===== config.mk =====
export PLATFORM = sky130hd
export DESIGN_NAME = tdm_demux
export DESIGN_NICKNAME = d
export VERILOG_FILES = /design/src/rtl/tdm_demux_pkg.sv /design/src/rtl/tdm_slot_ctr.sv /design/src/rtl/tdm_demux.sv
export SDC_FILE = /design/constraint.sdc
export NUM_CORES = 1
export LEC_CHECK = 0
export ABC_AREA = 0
export ABC_CLOCK_PERIOD_IN_PS = 1800
export CAP_MARGIN = 20
export CORE_MARGIN = 4
export CORE_UTILIZATION = 41
export DETAILED_ROUTE_END_ITERATION = 10
export PLACE_DENSITY = 0.86
export SYNTH_ARGS = -nofsm -noshare
export SYNTH_HDL_FRONTEND = slang
export SYNTH_HIERARCHICAL = 1
export SYNTH_SLANG_ARGS = --single-unit

===== constraint.sdc =====
create_clock -name clk -period 1.8 [get_ports clk]
set_input_delay 0.36 -clock clk [delete_from_list [all_inputs] [get_ports clk]]
set_output_delay 0.36 -clock clk [all_outputs]
set_load 0.05 [all_outputs]

===== src/rtl/tdm_demux_pkg.sv =====
// Shared types, default sizes and helpers for the TDM link receiver (tdm_demux).
package tdm_demux_pkg;

  typedef enum logic {
    HUNT   = 1'b0,
    LOCKED = 1'b1
  } state_e;

  localparam int DEF_N_CH = 4;
  localparam int DEF_W    = 8;

  function automatic int slot_width(input int n);
    return $clog2(n);
  endfunction

endpackage


===== src/rtl/tdm_slot_ctr.sv =====
// Slot position counter for tdm_demux: reloads to 1 on a frame start, otherwise
// counts accepted words and wraps to 0 after max.
module tdm_slot_ctr #(
  parameter int SW = 2
) (
  input  logic          clk,
  input  logic          rst_n,
  input  logic          inc,
  input  logic          clr_to_one,
  input  logic [SW-1:0] max,
  output logic [SW-1:0] slot
);

  logic [SW-1:0] slot_q, slot_d;

  always_comb begin
    // NOTE: every combinational output gets a default first so no path leaves it unassigned (no latch).
    slot_d = slot_q;
    if (clr_to_one) begin
      slot_d = SW'(1);
    end else if (inc) begin
      slot_d = (slot_q == max) ? '0 : slot_q + SW'(1);
    end
  end

  always_ff @(posedge clk or negedge rst_n) begin
    // NOTE: state registers use non-blocking assignments so every flop samples pre-edge values.
    if (!rst_n) slot_q <= '0;
    else        slot_q <= slot_d;
  end

  assign slot = slot_q;

endmodule


===== src/rtl/tdm_demux.sv =====
// TDM link receiver: HUNT/LOCKED frame tracking and per-channel word demux.
// Optional macro TDM_DEMUX_FRAME_LATCH_EN: publish whole frames from a shadow bank.
module tdm_demux
  import tdm_demux_pkg::*;
#(
  parameter int N_CH = DEF_N_CH,
  parameter int W    = DEF_W
) (
  input  logic              clk,
  input  logic              rst_n,
  input  logic              valid_i,
  input  logic              sync_i,
  input  logic [W-1:0]      data_i,
  output logic [N_CH*W-1:0] ch_data_o,
  output logic [N_CH-1:0]   ch_valid_o,
  output logic              frame_done_o,
  output logic              locked_o,
  output logic              sync_err_o
);

  localparam int            SW   = slot_width(N_CH);
  localparam logic [SW-1:0] LAST = SW'(N_CH - 1);

  state_e        state_q, state_d;
  logic [SW-1:0] slot, wr_ch;
  logic          accept, inc, clr_to_one, err_set, done_d;
  logic [N_CH-1:0] sel;

  always_comb begin
    state_d    = state_q;
    accept     = 1'b0;
    wr_ch      = '0;
    inc        = 1'b0;
    clr_to_one = 1'b0;
    err_set    = 1'b0;
    done_d     = 1'b0;
    if (valid_i) begin
      unique case (state_q)
        HUNT: begin
          if (sync_i) begin
            accept     = 1'b1;
            clr_to_one = 1'b1;
            state_d    = LOCKED;
          end
        end
        LOCKED: begin
          if (sync_i) begin
            // A sync anywhere but slot 0 abandons the partial frame and resyncs here.
            accept     = 1'b1;
            clr_to_one = 1'b1;
            err_set    = (slot != '0);
          end else if (slot != '0) begin
            accept = 1'b1;
            wr_ch  = slot;
            inc    = 1'b1;
            done_d = (slot == LAST);
          end else begin
            err_set = 1'b1;
            state_d = HUNT;
          end
        end
        default: state_d = HUNT;
      endcase
    end
  end

  tdm_slot_ctr #(.SW(SW)) u_slot_ctr (
    .clk        (clk),
    .rst_n      (rst_n),
    .inc        (inc),
    .clr_to_one (clr_to_one),
    .max        (LAST),
    .slot       (slot)
  );

  always_ff @(posedge clk or negedge rst_n) begin
    if (!rst_n) state_q <= HUNT;
    else        state_q <= state_d;
  end

  assign sel = accept ? (N_CH'(1) << wr_ch) : '0;

  logic [W-1:0]    ch_q [N_CH];
  logic [N_CH-1:0] ch_valid_q;
  logic            frame_done_q, sync_err_q;

`ifdef TDM_DEMUX_FRAME_LATCH_EN
  logic [W-1:0] shadow_q [N_CH];

  always_ff @(posedge clk or negedge rst_n) begin
    if (!rst_n) begin
      // NOTE: the channel banks are a handful of flops whose value is visible at reset, so they are reset too.
      for (int k = 0; k < N_CH; k++) begin
        shadow_q[k] <= '0;
        ch_q[k]     <= '0;
      end
      ch_valid_q <= '0;
    end else begin
      for (int k = 0; k < N_CH; k++) begin
        if (sel[k]) shadow_q[k] <= data_i;
        // The last word bypasses the shadow so the whole frame lands in one edge.
        if (done_d) ch_q[k] <= sel[k] ? data_i : shadow_q[k];
      end
      ch_valid_q <= done_d ? '1 : '0;
    end
  end
`else
  always_ff @(posedge clk or negedge rst_n) begin
    if (!rst_n) begin
      for (int k = 0; k < N_CH; k++) ch_q[k] <= '0;
      ch_valid_q <= '0;
    end else begin
      for (int k = 0; k < N_CH; k++) begin
        if (sel[k]) ch_q[k] <= data_i;
      end
      ch_valid_q <= sel;
    end
  end
`endif

  always_ff @(posedge clk or negedge rst_n) begin
    if (!rst_n) begin
      frame_done_q <= 1'b0;
      sync_err_q   <= 1'b0;
    end else begin
      frame_done_q <= done_d;
      sync_err_q   <= sync_err_q | err_set;
    end
  end

  for (genvar k = 0; k < N_CH; k++) begin : g_out
    assign ch_data_o[k*W +: W] = ch_q[k];
  end

  assign ch_valid_o   = ch_valid_q;
  assign frame_done_o = frame_done_q;
  assign locked_o     = (state_q == LOCKED);
  assign sync_err_o   = sync_err_q;

endmodule

* Word level (Yosys, flattened, before mapping)
Index checks and enable logic that the tools add are counted.
** Operators by class
- Add/subtract/negate cells :: 1
- Multipliers :: 0
- Div/mod/pow operators :: 0
- $lt $le $gt $ge :: 0
- Equal/unequal tests :: 1
- Shift operators :: 1
- Multiplexer cells :: 25
- Bitwise operators :: 2
- Reductions and logical operators :: 2
** Operators with widths (number)
- 1-bit 2-to-1 mux :: 16
- 2-bit 2-to-1 mux :: 7
- 4-bit 2-to-1 mux :: 1
- 2-bit nonzero test :: 2
- 1-bit by 2-bit << shifter with 4-bit output (first input constant) :: 1
- 2-bit by 1-bit adder with 2-bit output (second input constant) :: 1
- 2-bit equality test (second input constant) :: 1
- 1-bit case mux with 2 select lines :: 1
- 1-bit inverter :: 1
- 1-bit bitwise OR :: 1
** Word-level totals
- Flip-flop bits (word level) :: 41
- Latch bits :: 0
- Bits in writable memories :: 0
- Bits in read-only memories :: 0
- Input bits :: 12
- Output and inout port bits :: 39
- Logic and storage cells :: 41
- Memories kept :: 0

* Logic depth before layout (Yosys ltp)
Gate-level depths: netlist of the first run.
- Word-level depth :: 7
- Gate-level depth with buffers :: 7
- Depth with buffers taken out :: 7

* Cells and area by module
Netlist of the first run, hierarchy kept.
** By module, submodules not included
- tdm_demux :: instances 1, cells each 99, area each 1556.5 um^2, sequential area each 975.9 um^2
- tdm_slot_ctr :: instances 1, cells each 13, area each 115.1 um^2, sequential area each 50.0 um^2

* Least setup slack after synthesis of the first run
OpenSTA, ideal clock, no wires.
- Path type :: register to register
- Start point :: register state_q (netlist: locked_o)
- End point :: register ch_q (netlist bit ch_data_o[10])
- Library setup time :: 125 ps
- Arrival time :: 1828 ps
- Required time :: 1675 ps
- Setup slack :: -152 ps
- Cell stages (with the launch flop) :: 6
- Buffers on the path :: 2
- Clock period less this slack :: 1952 ps
- Cell sequence :: dfrtp_1 > buf_4 > nand3b_1 > or4b_1 > buf_2 > mux2_2
** Between the ends
- Word-level cells in the longest chain between the ends :: 4
- Elaborated cells between the ends (all ways) :: 7
- Classes of those cells :: 1 x shift; 5 x mux; 1 x bitwise
** Ends and longest elaborated chain
- start, declared :: RTL line tdm_demux.sv:24 : state_e state_q, state_d;
- start signal, assigned :: RTL line tdm_demux.sv:78 : else state_q <= state_d;
- 1-bit inverter or 2-bit 2-to-1 mux (tied branches)
- 1-bit case mux with 2 select lines or 2-bit 2-to-1 mux (tied branches) :: RTL line tdm_demux.sv:38, tdm_demux.sv:37
- 1-bit 2-to-1 mux or 1-bit by 2-bit << shifter with 4-bit output (tied branches) :: RTL line tdm_demux.sv:37, tdm_demux.sv:81
- 4-bit 2-to-1 mux (*) :: RTL line tdm_demux.sv:81 : assign sel = accept ? (N_CH'(1) << wr_ch) : '0;
- end signal, assigned by index :: RTL line tdm_demux.sv:114 : if (sel[k]) ch_q[k] <= data_i;
- end, declared :: RTL line tdm_demux.sv:83 : logic [W-1:0] ch_q [N_CH];
Mark *: on every way between the ends. The rest lies on a longest branch, timed or not.
A chain may end at the register's enable or synchronous reset.

* Worst setup path after layout of the first run
- Start point :: register u_slot_ctr.slot_q[0] (netlist: u_slot_ctr/slot[0])
- End point :: register ch_q (netlist bit ch_data_o[11])
** Between the ends
- Word-level cells in the longest chain between the ends :: 7
- Elaborated cells between the ends (all ways) :: 11
- Classes of those cells :: 1 x shift; 9 x mux; 1 x reduce/logical
** Ends and longest elaborated chain
- start, declared :: RTL line tdm_slot_ctr.sv:14 : logic [SW-1:0] slot_q, slot_d;
- start signal, assigned :: RTL line tdm_slot_ctr.sv:29 : else slot_q <= slot_d;
- 2-bit nonzero test :: RTL line tdm_demux.sv:52 : end else if (slot != '0) begin
- 2-bit 2-to-1 mux :: RTL line tdm_demux.sv:52
- 2-bit 2-to-1 mux :: RTL line tdm_demux.sv:47 : if (sync_i) begin
- 2-bit 2-to-1 mux :: RTL line tdm_demux.sv:38 : unique case (state_q)
- 2-bit 2-to-1 mux :: RTL line tdm_demux.sv:37 : if (valid_i) begin
- 1-bit by 2-bit << shifter with 4-bit output :: RTL line tdm_demux.sv:81
- 4-bit 2-to-1 mux (*) :: RTL line tdm_demux.sv:81
Marks and branches as above.

==> results.toml, run 1 <==
[run_status]
outcome = "finished with violations"
violations = "negative setup slack"

[layout]
final_util = 0.636
area_growth_pct = 44.5
nets = 205
final_area_um2 = 2420
drive_above_1_share = 0.573
diodes = 0

[clock_tree]
cts-buffers-inserted = 5
clk_pin_slew_ps = 80
clockBufferDepth = 2
cts_tree = "yes"
cts.sinks = 41
clk_latency_ps = 300
cts-root-buf = "clkbuf_8"
cts-htree-levels = 2
ctsHoldBuffers = 0

[place]
post_dp_cell_area_um2 = 2240
pre_cts_ws_ps = -580
place.gp.congestion = 0.854
io_buffers = 50
dp_hpwl_mm = 3.01

[timing]
holdWs_ps = 38.1
setup_ws_ps = -77.0
report.final.slew_viol_count = 0
finalCritPeriodShare = 1.04
finalClockSkew_ps = 5.26
setup_viol = 16
hold_viol = 0
slew_headroom = 0.638
rsz0062_at_grt = "true"
fmax_mhz = 533
min_period_ps = 1880
tns_ps = -716
worst_slew_pin_slew_ps = 543

[critical_path]
cp.arrival_ps = 2060
cp-end-kind = "flop"
required_ps = 1980
critPathLaunchType = "flop"
path_class = "flop to flop"
cp_max_fo = 5

[yosys]
ys_top_cells_by_count = "41 x dfrtp_1, 24 x mux2_2, 8 x mux2_4"
syn_inst = 112
synthArstFlopShare = 1.00
netlist_top_cells_area = "dfrtp_1 61%, mux2_2 16%, mux2_4 7.2%"
synth_top_area_share = 0.614
synth_area_per_cell_um2 = 14.9
synth_edf_count = 0
seq_area_frac_synth = 0.614
synth_cell_types = 28
yosysWarnings = 6
synth_seq_cells = 41
synth_largest_area_cell = "dfrtp_1"
syn_area_um2 = 1670
synth.most_common_cell = "dfrtp_1"
ys.flop_type = "dfrtp_1"

[detailed_routing]
routed_wl_mm = 4.03
ant_nets = 0
drc = 0
first_pass_iters = 5
drt_iter0_markers = 60
vias_per_cell = 4.88
dr_total_vias = 1172
wl_per_cell_um = 16.8

[global_route]
grt_start_max_net_pins = 25
grt_overflow = 0
grt_pass1_vias = 1289
grt_pass1_wl_mm = 6.53
grt.total_usage = 0.169
grt_antenna_before_repair = 0

[floorplan]
initial_utilization = 0.440
die_w_um = 71.9
die_area_um2 = 5160
placement_rows = 22
core_um2 = 3800
ioPinCount = 51
die_y_um = 71.9

[hold_path]
hold_path.class = "input pin to async pin"

[job]
cap_violations = 0

[pwr]
powerDensity_nw_per_um2 = 2060
p_leak_nw = 1.22
peakVddDrop_uv = 927
[path summary, 6_finish.rpt]
path                                                startpoint                         to  slack (ps)  cells past startpoint
worst max-delay path            u_slot_ctr/slot[0]$_DFFE_PN0P_  ch_data_o[11]$_DFFE_PN0P_         -80                      6
worst min-delay path                                     rst_n   ch_data_o[6]$_DFFE_PN0P_          40                      1
worst max register to register  u_slot_ctr/slot[0]$_DFFE_PN0P_  ch_data_o[11]$_DFFE_PN0P_         -80                      6
worst min register to register       ch_data_o[27]$_DFFE_PN0P_  ch_data_o[27]$_DFFE_PN0P_         510                      1
max in group asynchronous                                rst_n  ch_data_o[10]$_DFFE_PN0P_        1210                      2
min in group clk                                       valid_i       locked_o$_DFFE_PN0P_         460                      2
[registers in the layout, summed over array words and instances (netlist names)]
signal           flops
ch_data_o           32
ch_valid_o           4
u_slot_ctr/slot      2
frame_done_o         1
locked_o             1
sync_err_o           1
[metal layers]
| layer | up-vias | global-route usage | part of all wire |
|---|---|---|---|
| li1 | 539 | - | - |
| met1 | 583 | 0.197 | 0.39 |
| met2 | 41 | 0.280 | 0.51 |
| met3 | 9 | 0.0491 | 0.070 |
| met4 | 0 | 0.0898 | 0.028 |
| met5 | - | 0 | 0 |
[critical path, stage by stage, from the launching register on]
cell and delay (ps):
dfrtp_2 400, nor2_4 60, ha_4 150, nand3b_1 180, or4b_4 550, buf_8 160, mux2_2 270
[layout by cell type, fill, tap and decap left out, drive strengths merged, types with 4 or more instances in the layout]
cell type	synthesis	final
nor2	6	6
mux2	32	32
buf	3	60
nand2	4	4
clkbuf	0	5
clkdlybuf4s50	0	8
dfrtp	41	41
inv	6	6
conb	1	6
[through the flow]
| stage | total power [mW] | cells |
|---|---|---|
| final | 4.97 | 240 |
| after CTS | 4.96 | 238 |
| after floorplan | 3.38 | 117 |
| after global placement | 4.21 | 227 |
| after detailed placement | 4.30 | 227 |
| after global routing | 5.20 | 240 |
[cell type report]
class | instances | area (um^2)
Multi-Input combinational cell | 67 | 642
Clock inverter | 3 | 17.5
Inverter | 6 | 22.5
Tap cell | 48 | 60.1
Clock buffer | 5 | 68.8
Timing Repair Buffer | 70 | 577
Sequential cell | 41 | 1030
Fill cell | 290 | 1380
[logic make-up (layout without fill, tap and decap cells)]
group,Yosys count,count (layout),synth area share
compound gates,8,8,0.0367
fa+ha+maj,2,2,0.0150
buf+inv,9,84,0.0277
mux,32,32,0.234
other cells,1,6,0.00224
xor+xnor,1,1,0.00524
flops,41,41,0.614
simple gates,18,18,0.0659
[report_power, final]
part | internal (mW) | switching, mW
logic | 1.04 | 1.80
registers | 1.30 | 0.245
clock network | 0.267 | 0.322
[repair_timing]
item | 4_1_cts | 5_1_grt
gates cloned | 1 | 0
setup endpoints to repair | 24 | 19
buffers inserted | 2 | 2
pin swaps | 3 | 2
gates resized for setup | 8 | 2
Power figures use the tool's default switching activity.
==> run 2: changes to the inputs <==
- REMOVE_ABC_BUFFERS: unset -> 1
==> results.toml, run 2 (synthesis gave the netlist of run 1 again) <==
[global_route]
grt_overflow = 0
grt_pass1_vias = 1186
grt_antenna_before_repair = 0
grt.total_usage = 0.161
grt_pass1_wl_mm = 6.22
grt_start_max_net_pins = 42

[clock_tree]
cts.sinks = 41
clk_latency_ps = 290
cts_tree = "yes"
ctsHoldBuffers = 0
cts-htree-levels = 2
clk_pin_slew_ps = 80
cts-buffers-inserted = 5
cts-root-buf = "clkbuf_8"
clockBufferDepth = 2

[layout]
layout_common_cells = "51 x buf_4, 41 x dfrtp_1, 24 x mux2_2"
diodes = 0
multiInputGateArea_um2 = 627
final_common_cell = "buf_4"
area_growth_pct = 42.7
fin_cells = 236
nets = 201
drive_above_1_share = 0.559
final_util = 0.628
largest_register_ffs = 32
n_fill_cell = 283
regArea_um2 = 1030

[floorplan]
ioPinCount = 51
die_area_um2 = 5160
die_y_um = 71.9
placement_rows = 22
core_um2 = 3800
die_w_um = 71.9
initial_utilization = 0.440

[timing]
hold_viol = 0
finalCritPeriodShare = 1.06
setup_ws_ps = -103
report.final.slew_viol_count = 0
fmax_mhz = 525
setup_viol = 16
min_period_ps = 1900
finalClockSkew_ps = 4.37
rsz0062_at_grt = "true"
tns_ps = -913

[place]
io_buffers = 50
dp_hpwl_mm = 2.79
dp_cells = 225
place.gp.congestion = 0.831
pre_cts_ws_ps = -586

[detailed_routing]
wl_per_cell_um = 16.2
drt_iter0_markers = 76
routed_wl_mm = 3.82
first_pass_iters = 4
ant_nets = 0
dr_total_vias = 1141
vias_per_cell = 4.83
drc = 0

[critical_path]
max_stage_delay_ps = 560
path_class = "flop to flop"
cp_max_fo = 4
cp.arrival_ps = 2080
path_cells = "nor2_2 -> ha_2 -> nand3b_1 -> or4b_4 -> buf_16 -> mux2_2"
cp-end-kind = "flop"
cp_slowest_cell = "or4b_4"
critPathLaunchType = "flop"
required_ps = 1980

[pwr]
finalPower_mw = 4.92
p_leak_nw = 1.21
powerDensity_nw_per_um2 = 2060
peakVddDrop_uv = 724

[hold_path]
hold_path.class = "input pin to async pin"

[job]
cap_violations = 0

[run_status]
violations = "negative setup slack"
outcome = "finished with violations"
## run 2: worst max-delay path, delay by kind of cell (launching register included)
kind          cells  cell delay (ps)
flops             1              380
mux               1              270
buf+inv           1              160
fa+ha+maj         1              170
simple gates      3              810
## run 2: layout make-up
class | count | share of cell area
well taps | 48 | 0.0252
clock inverters | 3 | 0.00735
inverters | 6 | 0.00944
clock buffers | 5 | 0.0289
repair buffers | 66 | 0.236
multi-input cells | 67 | 0.263
flip-flops and latches | 41 | 0.430
## run 2: report_power, final
group / leakage (nW) / internal (mW) / switching (mW)
Combinational: 0.664 / 1.01 / 1.79
Clock: 0.0439 / 0.267 / 0.310
Sequential: 0.503 / 1.30 / 0.243
## run 2: what timing repair did
item / 4_1_cts / 5_1_grt
endpoints found under the setup margin: 24 / 16
resized for setup: 8 / 2
gates cloned: 1 / 0
buffers inserted: 0 / 2
pin swaps: 2 / 3
## run 2: final timing paths
check                      slack, ps  depth (start not counted)                            from                   endpoint
setup / recovery                -100                          6  u_slot_ctr/slot[0]$_DFFE_PN0P_  ch_data_o[14]$_DFFE_PN0P_
hold / removal                   110                          2                           rst_n   ch_data_o[6]$_DFFE_PN0P_
setup reg to reg                -100                          6  u_slot_ctr/slot[0]$_DFFE_PN0P_  ch_data_o[14]$_DFFE_PN0P_
hold reg to reg                  480                          1            sync_err_o$_DFF_PN0_       sync_err_o$_DFF_PN0_
max in group asynchronous       1340                          2                           rst_n   ch_data_o[0]$_DFFE_PN0P_
min in group clk                 370                          2                         valid_i       locked_o$_DFFE_PN0P_
## run 2: routing by layer
| metal | part of all wire | vias to the layer above | global-route usage |
|---|---|---|---|
| met5 | 0 | - | 0 |
| met4 | 0.020 | 0 | 0.0647 |
| met3 | 0.074 | 9 | 0.0575 |
| met2 | 0.48 | 49 | 0.257 |
| met1 | 0.43 | 552 | 0.198 |
| li1 | - | 531 | - |
## run 2: stage by stage
stage,hold WS [ps],instance area [um^2]
after CTS,128,2360
after global placement,436,2230
after detailed placement,453,2230
final,114,2380
after floorplan,64.4,1670
after global routing,146,2380
